===== src/rtl/ysyx_24090018_pkg.sv =====
// Shared defaults and requester ids for the register-file writeback arbiter.
package ysyx_24090018_pkg;

  localparam int unsigned ADDR_WIDTH_DEF = 5;
  localparam int unsigned DATA_WIDTH_DEF = 32;
  localparam int unsigned NREG_DEF       = 16;

  typedef enum logic {
    SRC_EXU = 1'b0,
    SRC_LSU = 1'b1
  } src_e;

endpackage


===== src/rtl/ysyx_24090018_scoreboard.sv =====
// Busy-bit scoreboard: one bit per tracked register, set on issue, cleared on writeback.
module ysyx_24090018_scoreboard
  import ysyx_24090018_pkg::*;
#(
  parameter int unsigned NREG = NREG_DEF
) (
  input  logic                     clk,
  input  logic                     rst,
  input  logic                     set_en,
  input  logic [$clog2(NREG)-1:0]  set_idx,
  input  logic                     clr_en,
  input  logic [$clog2(NREG)-1:0]  clr_idx,
  output logic [NREG-1:0]          busy
);

  logic [NREG-1:0] busy_q, busy_d;

  // Set is applied after clear so a same-index collision leaves the bit set.
  always_comb begin
    busy_d = busy_q;
    if (clr_en) busy_d[clr_idx] = 1'b0;
    if (set_en) busy_d[set_idx] = 1'b1;
  end

  always_ff @(posedge clk) begin
    if (rst) begin
      busy_q <= '0;
    end else begin
      busy_q <= busy_d;
    end
  end

  assign busy = busy_q;

endmodule


===== src/rtl/ysyx_24090018_rf_wb_arbiter.sv =====
// Round-robin EXU/LSU writeback arbiter, registered RF write stage and issue hazard check.
// Define YSYX_24090018_WB_BYPASS_EN to forward the pending write and skip its RAW stall.
module ysyx_24090018_rf_wb_arbiter
  import ysyx_24090018_pkg::*;
#(
  parameter int unsigned ADDR_WIDTH = ADDR_WIDTH_DEF,
  parameter int unsigned DATA_WIDTH = DATA_WIDTH_DEF,
  parameter int unsigned NREG       = NREG_DEF
) (
  input  logic                  clk,
  input  logic                  rst,
  input  logic                  issue_valid,
  input  logic [ADDR_WIDTH-1:0] issue_rd,
  input  logic [ADDR_WIDTH-1:0] issue_rs1,
  input  logic [ADDR_WIDTH-1:0] issue_rs2,
  output logic                  issue_stall,
  input  logic                  exu_valid,
  input  logic [ADDR_WIDTH-1:0] exu_rd,
  input  logic [DATA_WIDTH-1:0] exu_data,
  output logic                  exu_ready,
  input  logic                  lsu_valid,
  input  logic [ADDR_WIDTH-1:0] lsu_rd,
  input  logic [DATA_WIDTH-1:0] lsu_data,
  output logic                  lsu_ready,
  output logic                  rf_wen,
  output logic [ADDR_WIDTH-1:0] rf_waddr,
  output logic [DATA_WIDTH-1:0] rf_wdata,
  output logic                  byp_hit1,
  output logic                  byp_hit2,
  output logic [DATA_WIDTH-1:0] byp_data
);

  localparam int unsigned IdxW = $clog2(NREG);

  src_e                  last_q, last_d;
  logic                  grant_exu, grant_lsu, xfer;
  logic [ADDR_WIDTH-1:0] xfer_rd;
  logic [DATA_WIDTH-1:0] xfer_data;
  logic                  rf_wen_q;
  logic [ADDR_WIDTH-1:0] rf_waddr_q;
  logic [DATA_WIDTH-1:0] rf_wdata_q;
  logic [NREG-1:0]       busy;
  logic                  hit1, hit2, raw1, raw2, waw;

  // On a tie the side that did not win the most recent transfer is granted.
  always_comb begin
    grant_exu = 1'b0;
    grant_lsu = 1'b0;
    if (!rst) begin
      if (exu_valid && lsu_valid) begin
        grant_exu = (last_q == SRC_LSU);
        grant_lsu = (last_q == SRC_EXU);
      end else begin
        grant_exu = exu_valid;
        grant_lsu = lsu_valid;
      end
    end
  end

  assign exu_ready = grant_exu;
  assign lsu_ready = grant_lsu;
  assign xfer      = grant_exu || grant_lsu;
  assign xfer_rd   = grant_lsu ? lsu_rd : exu_rd;
  assign xfer_data = grant_lsu ? lsu_data : exu_data;

  always_comb begin
    last_d = last_q;
    if (grant_exu) begin
      last_d = SRC_EXU;
    end else if (grant_lsu) begin
      last_d = SRC_LSU;
    end
  end

  // Writes to x0 are accepted but never raise rf_wen.
  always_ff @(posedge clk) begin
    if (rst) begin
      last_q     <= SRC_LSU;
      rf_wen_q   <= 1'b0;
      rf_waddr_q <= '0;
      rf_wdata_q <= '0;
    end else begin
      last_q   <= last_d;
      rf_wen_q <= xfer && (xfer_rd != '0);
      if (xfer) begin
        rf_waddr_q <= xfer_rd;
        rf_wdata_q <= xfer_data;
      end
    end
  end

  assign rf_wen   = rf_wen_q;
  assign rf_waddr = rf_waddr_q;
  assign rf_wdata = rf_wdata_q;

  ysyx_24090018_scoreboard #(
    .NREG (NREG)
  ) u_scoreboard (
    .clk     (clk),
    .rst     (rst),
    .set_en  (issue_valid && !issue_stall && (issue_rd != '0)),
    .set_idx (issue_rd[IdxW-1:0]),
    .clr_en  (rf_wen_q),
    .clr_idx (rf_waddr_q[IdxW-1:0]),
    .busy    (busy)
  );

`ifdef YSYX_24090018_WB_BYPASS_EN
  assign hit1     = rf_wen_q && (issue_rs1 == rf_waddr_q) && (issue_rs1 != '0);
  assign hit2     = rf_wen_q && (issue_rs2 == rf_waddr_q) && (issue_rs2 != '0);
  assign byp_data = rf_wdata_q;
`else
  assign hit1     = 1'b0;
  assign hit2     = 1'b0;
  assign byp_data = '0;
`endif

  assign byp_hit1 = hit1;
  assign byp_hit2 = hit2;

  // Lookups use only the low index bits, so x(n) and x(n+16) alias.
  assign raw1 = (issue_rs1 != '0) && busy[issue_rs1[IdxW-1:0]] && !hit1;
  assign raw2 = (issue_rs2 != '0) && busy[issue_rs2[IdxW-1:0]] && !hit2;
  assign waw  = (issue_rd != '0) && busy[issue_rd[IdxW-1:0]];

  assign issue_stall = !rst && issue_valid && (raw1 || raw2 || waw);

endmodule


===== config.mk =====
export PLATFORM = sky130hd
export DESIGN_NAME = ysyx_24090018_rf_wb_arbiter
export DESIGN_NICKNAME = d
export VERILOG_FILES = /design/src/rtl/ysyx_24090018_pkg.sv /design/src/rtl/ysyx_24090018_scoreboard.sv /design/src/rtl/ysyx_24090018_rf_wb_arbiter.sv
export SDC_FILE = /design/constraint.sdc
export NUM_CORES = 1
export LEC_CHECK = 0
export ABC_AREA = 1
export ABC_CLOCK_PERIOD_IN_PS = 2790
export BUFFER_PORTS_ARGS = -buffer_cell sky130_fd_sc_hd__buf_2
export CORE_MARGIN = 2
export CORE_UTILIZATION = 39
export DETAILED_ROUTE_END_ITERATION = 8
export GPL_ROUTABILITY_DRIVEN = 1
export PLACE_DENSITY = 0.69
export SYNTH_ARGS = -nofsm -noshare
export SYNTH_HDL_FRONTEND = slang
export SYNTH_SLANG_ARGS = --single-unit
export TNS_END_PERCENT = 50

===== constraint.sdc =====
create_clock -name clk -period 2.79 [get_ports clk]
set_clock_uncertainty 0.2 [all_clocks]
set_input_delay 0.279 -clock clk [delete_from_list [all_inputs] [get_ports clk]]
set_output_delay 0.279 -clock clk [all_outputs]
set_load 0.05 [all_outputs]

==> impl_results.md <==
- EDFF count, synth: 0
- First-pass GRT wire length: about 14000 microns
- RSZ-0062 raised after global routing: no
- Gr usage total: just under 20%
- YS warnings: 0
- Cell count after synthesis: 480
- Multi-input gate area: 0.00176 sq mm
- Io pins: between 150 and 200
- Critical-path maximum fanout: 17
- Minimum clock period: about 2400 ps
- Slew @ Worst Pin: 995 ps
- Residual DRC: 0
- I/O Buffers: 134
- Placer Congestion: between 0.8 and 0.9
- Maximum VDD drop: roughly 0.26 mV
- Initial Util: between 40% and 50%
- Clock network latency to the later pin of the worst-skew pair: around 310 ps
- Per-cell routed wire length: roughly 13 microns
- Hold-fix buffers, CTS: 0
- Register area: ~0.0011 sq mm
- Final net count: roughly 700
- Outcome: finished clean
- Commonest non-fill, non-tap cell in the layout: nand2_1
- Crit end category: output port
- N_diodes: 0
- Top cells by area, synth: dfxtp_1 (34%), nand2_1 (17%), buf_4 (8.5%)
- Clock tree buffer depth: 2
- WP data required: around 2300 ps
- Startpoint Class: flip-flop
- Worst hold path type: in2reg
- Most frequent cells in the layout: nand2_1 (149), buf_2 (134), dfxtp_1 (55), nand3_1 (38), inv_1 (36)
- Leak Pwr: 1.89 nW
- Hold Vio Cnt, Final: 0
- Floorplan row count: 33
- PostCTS Resize Cnt: 0
- FF+latch count, synth: 55
- Initial antenna violation count: 0
- Slew HR: approximately 34%
- Final Max Tran Viols: 0
- Grt total ovfl: 0
- Sequential fraction of the synthesis area: 33.7%
- Yosys top cell by area: dfxtp_1
- Routed Antenna Nets: 0
- Post-CTS setup buffers: 0
- Vias in the first global route: just over 3000
- Final wirelength: approximately 9100 microns
- Area grow syn2layout: 20.3%
- Post-synth ARST share: 0%
- Critical path arrival: between 1500 and 2000 ps
- Clk root buf: clkbuf_8
- Setup-failing EPs final: 0
- Setup TNS: 0 ps
- Largest net degree at the start of global routing: between 50 and 60
- Top_reg_cell synth: dfxtp_1
- Pwr dens: 488 mW/mm^2
- Layout cell share with drive strength beyond 1: between 20% and 30%
- Drt first pass iters: 5
- Clock transition at path regs: about 110 ps
- Finished Core Util: 48.1%
- Crit Path Class: reg2out
- Post-Place Cell Area: 0.00384 sq mm
- Clock sink count: between 50 and 60
- Die area: 0.00914 sq mm
- TritonCTS clock tree: done
- Hold slack final: ~32 ps
- Fmax: roughly 420 MHz
- Syn avg cell area: 6.82 sq um
- Die Width: 95.6 microns
- Vias: roughly 3500
- # fillers: about 880
- Post-DP HPWL: about 7000 microns
- Final period utilization: 84.7%
- Core area: approximately 0.008 sq mm
- Num CTS Buffers: 5
- Vias per std cell: 4.94
- Die Height: 95.6 microns
- Post-synth cell types: 31
- Design Area, Final: just under 0.004 sq mm
- H-Tree Level Count: 2
- # Max-Cap Violations: 0
- Initial DRC Count: ~140
- Post-Syn Area: roughly 0.0033 sq mm
- Post-synth top area share: roughly 34%
[worst max-delay path: stages (launching register included)]
cell and delay (ps):
dfxtp_1 320, inv_1 160, nand2_1 80, o211ai_1 90, nand3_1 90, nand3_1 90
nand2_1 90, nor2_4 110, nand2_2 80, nand2_4 200, inv_1 60, buf_2 210
[kinds of logic after synthesis]
| kind of cell | Yosys count | synth area share (%) |
|---|---|---|
| other | 1 | 0.115 |
| AOI/OAI and AO/OA | 84 | 15.7 |
| DFF | 55 | 33.7 |
| muxes | 5 | 1.53 |
| buffers and inverters | 94 | 16.3 |
| and+or+nand+nor | 241 | 32.7 |
[sequential cells by signal, summed over array words and instances (netlist names)]
signal             flops
rf_wdata              32
u_scoreboard.busy     16
last_q                 1
rf_wen                 1
rf_waddr               5
[routing by layer]
| metal | vias to the layer above | track usage, % | wire length, microns | share of wire [%] |
|---|---|---|---|---|
| li1 | 1751 | - | - | - |
| met1 | 1580 | 25.6 | 4020 | 44 |
| met2 | 158 | 33.3 | 4240 | 47 |
| met3 | 16 | 4.03 | 684 | 7.5 |
| met4 | 0 | 5.48 | 142 | 1.6 |
| met5 | - | 0 | 0 | 0 |
[final cells by class]
class / instances / area share (%)
clock inverters: 2 / 0.350
multi-input cells: 364 / 44.7
repair buffers: 138 / 17.8
clock buffers: 6 / 2.10
flip-flops and latches: 55 / 28.0
inverters: 39 / 3.72
well taps: 105 / 3.34
[report_power, final]
| part | switching, W | total, W | leakage [nW] | internal [W] |
|---|---|---|---|---|
| logic | 0.000448 | 0.000592 | 1.39 | 0.000144 |
| registers | 0.0000304 | 0.000861 | 0.450 | 0.000831 |
| clock network | 0.000265 | 0.000469 | 0.0516 | 0.000204 |
[final timing paths]
path                             start           end  slack (ps)  depth (start not counted)
setup / recovery  u_scoreboard.busy[9]   issue_stall         430                         11
hold / removal             exu_data[7]   rf_wdata[7]          30                          3
setup reg to reg                last_q   rf_wdata[8]         550                          6
hold reg to reg           rf_wdata[22]  rf_wdata[22]         280                          2
[cell usage after synthesis (2+ instances only)]
master / instances
clkbuf_1: 10
a21oi_2: 9
nand2_2: 2
dfxtp_1: 55
nor2_1: 31
nand2_4: 3
a31oi_1: 33
nand2_1: 149
nand3_2: 10
inv_2: 2
nand4_1: 2
buf_4: 37
nand3_1: 38
o21ai_0: 22
a21oi_1: 13
buf_2: 4
o211ai_1: 6
nand3b_1: 2
inv_1: 36
mux2i_1: 5
[through the flow]
stage | power, W | cells | worst slack, ps
after detailed placement | 0.00147 | 701 | 466
final | 0.00192 | 709 | 427
after global placement | 0.00146 | 701 | 614
after floorplan | 0.00135 | 513 | 820
after global routing | 0.00202 | 709 | 282
after CTS | 0.00194 | 709 | 427
Power figures use the tool's default switching activity.
